File: src/rtl/byte_pair_packer.sv
// Packs a valid/ready byte stream into {first, second} 16-bit words and feeds them
// through a 2-entry FIFO. A packet ending on an odd byte is padded with PAD_BYTE.
module byte_pair_packer #(
    parameter logic [7:0] PAD_BYTE = 8'h00
) (
    input  logic        clock,
    input  logic        reset,
    input  logic        in_valid,
    output logic        in_ready,
    input  logic [7:0]  in_data,
    input  logic        in_last,
    output logic        out_valid,
    input  logic        out_ready,
    output logic [15:0] out_data,
    output logic        out_padded,
    output logic [15:0] words_out
);

    localparam int unsigned WORD_W  = 16;
    localparam int unsigned COUNT_W = 2;

    typedef enum logic {
        HALF_EMPTY = 1'b0,
        HALF_FULL  = 1'b1
    } pack_state_e;

    typedef struct packed {
        logic [WORD_W-1:0] data;
        logic              padded;
    } entry_t;

    pack_state_e        state_q, state_d;
    logic [7:0]         high_q, high_d;
    entry_t             mem_q [2];
    entry_t             mem_d [2];
    logic               wr_ptr_q, wr_ptr_d;
    logic               rd_ptr_q, rd_ptr_d;
    logic [COUNT_W-1:0] count_q, count_d;
    logic [WORD_W-1:0]  words_out_q, words_out_d;
    logic               in_ready_q, in_ready_d;
    logic               out_valid_q, out_valid_d;
    logic [WORD_W-1:0]  out_data_q, out_data_d;
    logic               out_padded_q, out_padded_d;

    logic               accept;
    logic               consume;
    logic               push;
    entry_t             push_entry;

    // Pack FSM, FIFO bookkeeping and next values of the registered outputs.
    always_comb begin
        state_d      = state_q;
        high_d       = high_q;
        mem_d        = mem_q;
        wr_ptr_d     = wr_ptr_q;
        rd_ptr_d     = rd_ptr_q;
        count_d      = count_q;
        words_out_d  = words_out_q;
        push         = 1'b0;
        push_entry   = '0;
        accept       = in_valid && in_ready_q;
        consume      = (count_q != '0) && out_ready;

        if (accept) begin
            case (state_q)
                HALF_EMPTY: begin
                    if (in_last) begin
                        push       = 1'b1;
                        push_entry = '{data: {in_data, PAD_BYTE}, padded: 1'b1};
                    end else begin
                        high_d  = in_data;
                        state_d = HALF_FULL;
                    end
                end
                HALF_FULL: begin
                    push       = 1'b1;
                    push_entry = '{data: {high_q, in_data}, padded: 1'b0};
                    state_d    = HALF_EMPTY;
                end
                default: state_d = HALF_EMPTY;
            endcase
        end

        if (push) begin
            mem_d[wr_ptr_q] = push_entry;
            wr_ptr_d        = ~wr_ptr_q;
        end
        if (consume) begin
            rd_ptr_d    = ~rd_ptr_q;
            words_out_d = words_out_q + WORD_W'(1);
        end

        case ({push, consume})
            2'b10:   count_d = count_q + COUNT_W'(1);
            2'b01:   count_d = count_q - COUNT_W'(1);
            default: count_d = count_q;
        endcase

        in_ready_d   = (count_d != COUNT_W'(2));
        out_valid_d  = (count_d != '0);
        out_data_d   = out_valid_d ? mem_d[rd_ptr_d].data   : '0;
        out_padded_d = out_valid_d ? mem_d[rd_ptr_d].padded : 1'b0;
    end

    always_ff @(posedge clock) begin
        if (reset) begin
            state_q      <= HALF_EMPTY;
            high_q       <= '0;
            mem_q[0]     <= '0;
            mem_q[1]     <= '0;
            wr_ptr_q     <= 1'b0;
            rd_ptr_q     <= 1'b0;
            count_q      <= '0;
            words_out_q  <= '0;
            in_ready_q   <= 1'b1;
            out_valid_q  <= 1'b0;
            out_data_q   <= '0;
            out_padded_q <= 1'b0;
        end else begin
            state_q      <= state_d;
            high_q       <= high_d;
            mem_q[0]     <= mem_d[0];
            mem_q[1]     <= mem_d[1];
            wr_ptr_q     <= wr_ptr_d;
            rd_ptr_q     <= rd_ptr_d;
            count_q      <= count_d;
            words_out_q  <= words_out_d;
            in_ready_q   <= in_ready_d;
            out_valid_q  <= out_valid_d;
            out_data_q   <= out_data_d;
            out_padded_q <= out_padded_d;
        end
    end

    assign in_ready   = in_ready_q;
    assign out_valid  = out_valid_q;
    assign out_data   = out_data_q;
    assign out_padded = out_padded_q;
    assign words_out  = words_out_q;

endmodule

File: config.mk
export PLATFORM = sky130hd
export DESIGN_NAME = byte_pair_packer
export DESIGN_NICKNAME = d
export VERILOG_FILES = /design/src/rtl/byte_pair_packer.sv
export SDC_FILE = /design/constraint.sdc
export NUM_CORES = 1
export LEC_CHECK = 0
export BUFFER_PORTS_ARGS = -buffer_cell sky130_fd_sc_hd__buf_2
export CORE_MARGIN = 4
export CORE_UTILIZATION = 60
export DETAILED_ROUTE_END_ITERATION = 12
export PLACE_DENSITY_LB_ADDON = 0.3
export SLEW_MARGIN = 20
export SYNTH_ARGS = -nofsm -noshare
export SYNTH_HDL_FRONTEND = slang
export SYNTH_SLANG_ARGS = --single-unit
File: constraint.sdc
create_clock -name clock -period 5.1 [get_ports clock]
set_input_delay 0.255 -clock clock [delete_from_list [all_inputs] [get_ports clock]]
set_output_delay 0.255 -clock clock [all_outputs]
set_load 0.01 [all_outputs]
==> flow_summary.toml <==
[status]
status = "complete, no violations"

[power]
powerDensity_nw_per_um2 = 399.6
irDropWorstVdd_mv = 0.3142
swShare = 0.2865
total_power_mw = 1.441
seqPwrFrac = 0.496
internal_power_mw = 1.028
power_frac_clock = 0.327
combPwrFrac = 0.177
p_leak_nw = 1.412
p_sw_mw = 0.4129

[placement]
gp_congestion = 0.7544
placed_area_um2 = 3401
io_buffers = 47
dp_cells = 442
dp_slack_ns = 2.262
hpwl_um = 4209

[global_route]
grt_start_max_net_pins = 65
antenna_found_initial = 0
grt_usage = 0.2134
grt-ovfl-total = 0
grt_pass1_vias = 2307
grt_first_pass_wirelength_um = 10750

[cts]
cts-htree-levels = 3
clock-sinks = 82
post_cts_buffers = 0
root_buffer = "clkbuf_8"
cts_resized = 0
cts_hold_buf = 0
cts_tree = "yes"
clk_pin_slew_ns = 0.08
clock_path_buffers = 2
worstSkewPairLatency_ns = 0.34
numCtsBuffers = 9

[drt]
routed_wirelength_um = 6275
ant_nets = 0
routedWlPerCell_um = 13.70
drc_errors = 0
via_count = 2480
via_per_inst = 5.415
drt_first_pass_iters = 4
drt_iter0_drc = 215

[sta]
relSlewSlack = 0.2372
setup_violations = 0
worst_pin_slew_ns = 1.143
hold_viol = 0
worst_clock_skew_ns = 0.006685
maxSlewViolCount = 0
fmax_mhz = 347.2
rsz0062_at_grt = "false"
fin_tns_setup_ns = 0
min_period_ns = 2.880
fin_crit_sh = 0.5648
setup_slack_ns = 2.220

[cells_and_area]
layout_commonest_cell = "dfxtp_1"
drive_above_1_share = 0.1778
instances_no_fill = 458
multi_input_area_um2 = 1418
finalNetCount = 398
area.growth.synth_to_final_pct = 14.27
fillers = 396
antenna_cells = 0
final_cell_mix = "dfxtp_1, nor2_1, buf_2"
seqCellArea_um2 = 1642
final_area_um2 = 3606

[hold_path]
min_from = "in_data[4]"
min_to = "high_q[4]"
hold_path.class = "input port to flop"
hold_depth = 3

[floorplanning]
core_area_um2 = 5107
start_util = 0.6178
fp.dieH_um = 80.52
rows = 26
die-area_um2 = 6483
io_pins = 48
die-width_um = 80.52

[yosys]
ys.flop_type = "dfxtp_1"
post_synth.cell_area_avg_um2 = 9.281
yosysWarningCount = 0
synth_cell_types = 36
postSynthCellCount = 340
synth_edf_count = 0
syn_nets = 355
synth_seq_cells = 82
synth_seq_area_share = 0.5202
synthesis.area_um2 = 3156
async_flop_share = 0

[setup_path]
crit_required_ns = 5.35
r2r_cells = 7
rr_endpoint = "out_data[15]"
setup.worst_path.end_class = "flop"
cp.arrival_ns = 3.13
rrSetupSlack_ns = 2.22
cp-start-kind = "flop"
crit_fanout = 16
regToRegStartpoint = "count_q[1]"
worstSetupPathType = "flop to flop"

[run]
maxCapViolCount = 0
==> worst max-delay path: stages (launching register included) <==
cell and delay (ns):
dfxtp_1 0.36, o21ai_2 0.41, clkinv_1 0.33, ha_1 0.45, nor3b_1 0.17, nor2_1 0.17
nand3_1 0.52, o22ai_1 0.36
==> registers in the layout (all words and copies together), names as in the netlist <==
| name | count |
|---|---|
| out_padded | 1 |
| rd_ptr_q | 1 |
| out_valid | 1 |
| words_out | 16 |
| wr_ptr_q | 1 |
| in_ready | 1 |
| high_q | 8 |
| mem_q | 34 |
| out_data | 16 |
| count_q | 2 |
| state_q | 1 |
==> area by class of cell <==
cell class                      instances  area share
Sequential cell                        82      0.4552
Clock buffer                           12     0.04303
Clock inverter                          4     0.01388
Timing Repair Buffer                   48     0.06731
Multi-Input combinational cell        239      0.3931
Inverter                                3    0.003123
Tap cell                               70     0.02429
==> metrics by stage <==
| stage | hold WS [ns] | util |
|---|---|---|
| 2_1_floorplan | 0.3910 | - |
| 3_3_place_gp | 0.4430 | 0.6659 |
| 3_5_place_dp | 0.4475 | 0.6659 |
| 4_1_cts | 0.1632 | 0.7060 |
| 5_1_grt | 0.1845 | 0.7060 |
| 6_report | 0.1718 | 0.7060 |
==> power by group through the flow <==
stage	logic (mW)	clock network, mW	registers, mW
finish	0.255	0.471	0.715
global route	0.283	0.510	0.722
CTS	0.256	0.480	0.715
detailed placement	0.253	0	0.730
global placement	0.247	0	0.727
floorplan	0.195	0	0.729
==> cells in the mapped netlist (2+ instances only) <==
cell	n	area, um2
nor3_1	4	20.02
nand4b_1	2	17.52
and2_1	9	56.30
o22ai_1	17	106.4
buf_4	2	15.01
and3_1	2	12.51
ha_1	2	25.02
a21oi_1	16	80.08
o21ai_0	15	75.07
clkbuf_1	10	37.54
nand2_1	44	165.2
nor4_1	2	12.51
buf_2	2	10.01
mux2i_1	32	320.3
buf_6	2	22.52
nor2_1	51	191.4
nor4bb_1	2	20.02
xor2_1	5	43.79
nor2_2	2	12.51
nand4_1	2	12.51
inv_1	2	7.510
dfxtp_1	82	1642
nand3_1	7	35.03
xnor2_1	10	87.58
or3_1	5	31.28
==> kinds of logic (layout without fill, tap and decap cells) <==
logic type | count (synthesis) | in the layout | synth area share
AO/OA/AOI/OAI | 52 | 52 | 0.09358
flip-flops | 82 | 82 | 0.5202
XOR/XNOR | 15 | 15 | 0.04163
multiplexers | 32 | 32 | 0.1015
AND/OR/NAND/NOR | 138 | 138 | 0.2046
adder cells (fa/ha/maj) | 2 | 2 | 0.007929
buffers and inverters | 19 | 67 | 0.03053
==> layer usage <==
layer | up-vias | track usage | share of wire
li1 | 1248 | - | -
met1 | 1168 | 0.2626 | 0.42
met2 | 53 | 0.3551 | 0.51
met3 | 11 | 0.03587 | 0.049
met4 | 0 | 0.1132 | 0.020
met5 | - | 0 | 0
==> worst max path at each step <==
stage / from / slack [ns] / end
after floorplan: count_q[0] / 2.94 / out_data[10]
after global placement: count_q[1] / 2.40 / out_data[14]
after detailed placement: count_q[0] / 2.26 / out_data[15]
after CTS: count_q[0] / 2.23 / out_data[15]
after global routing: count_q[1] / 2.00 / out_data[15]
final: count_q[1] / 2.22 / out_data[15]
(Power assumes the default switching activity.)
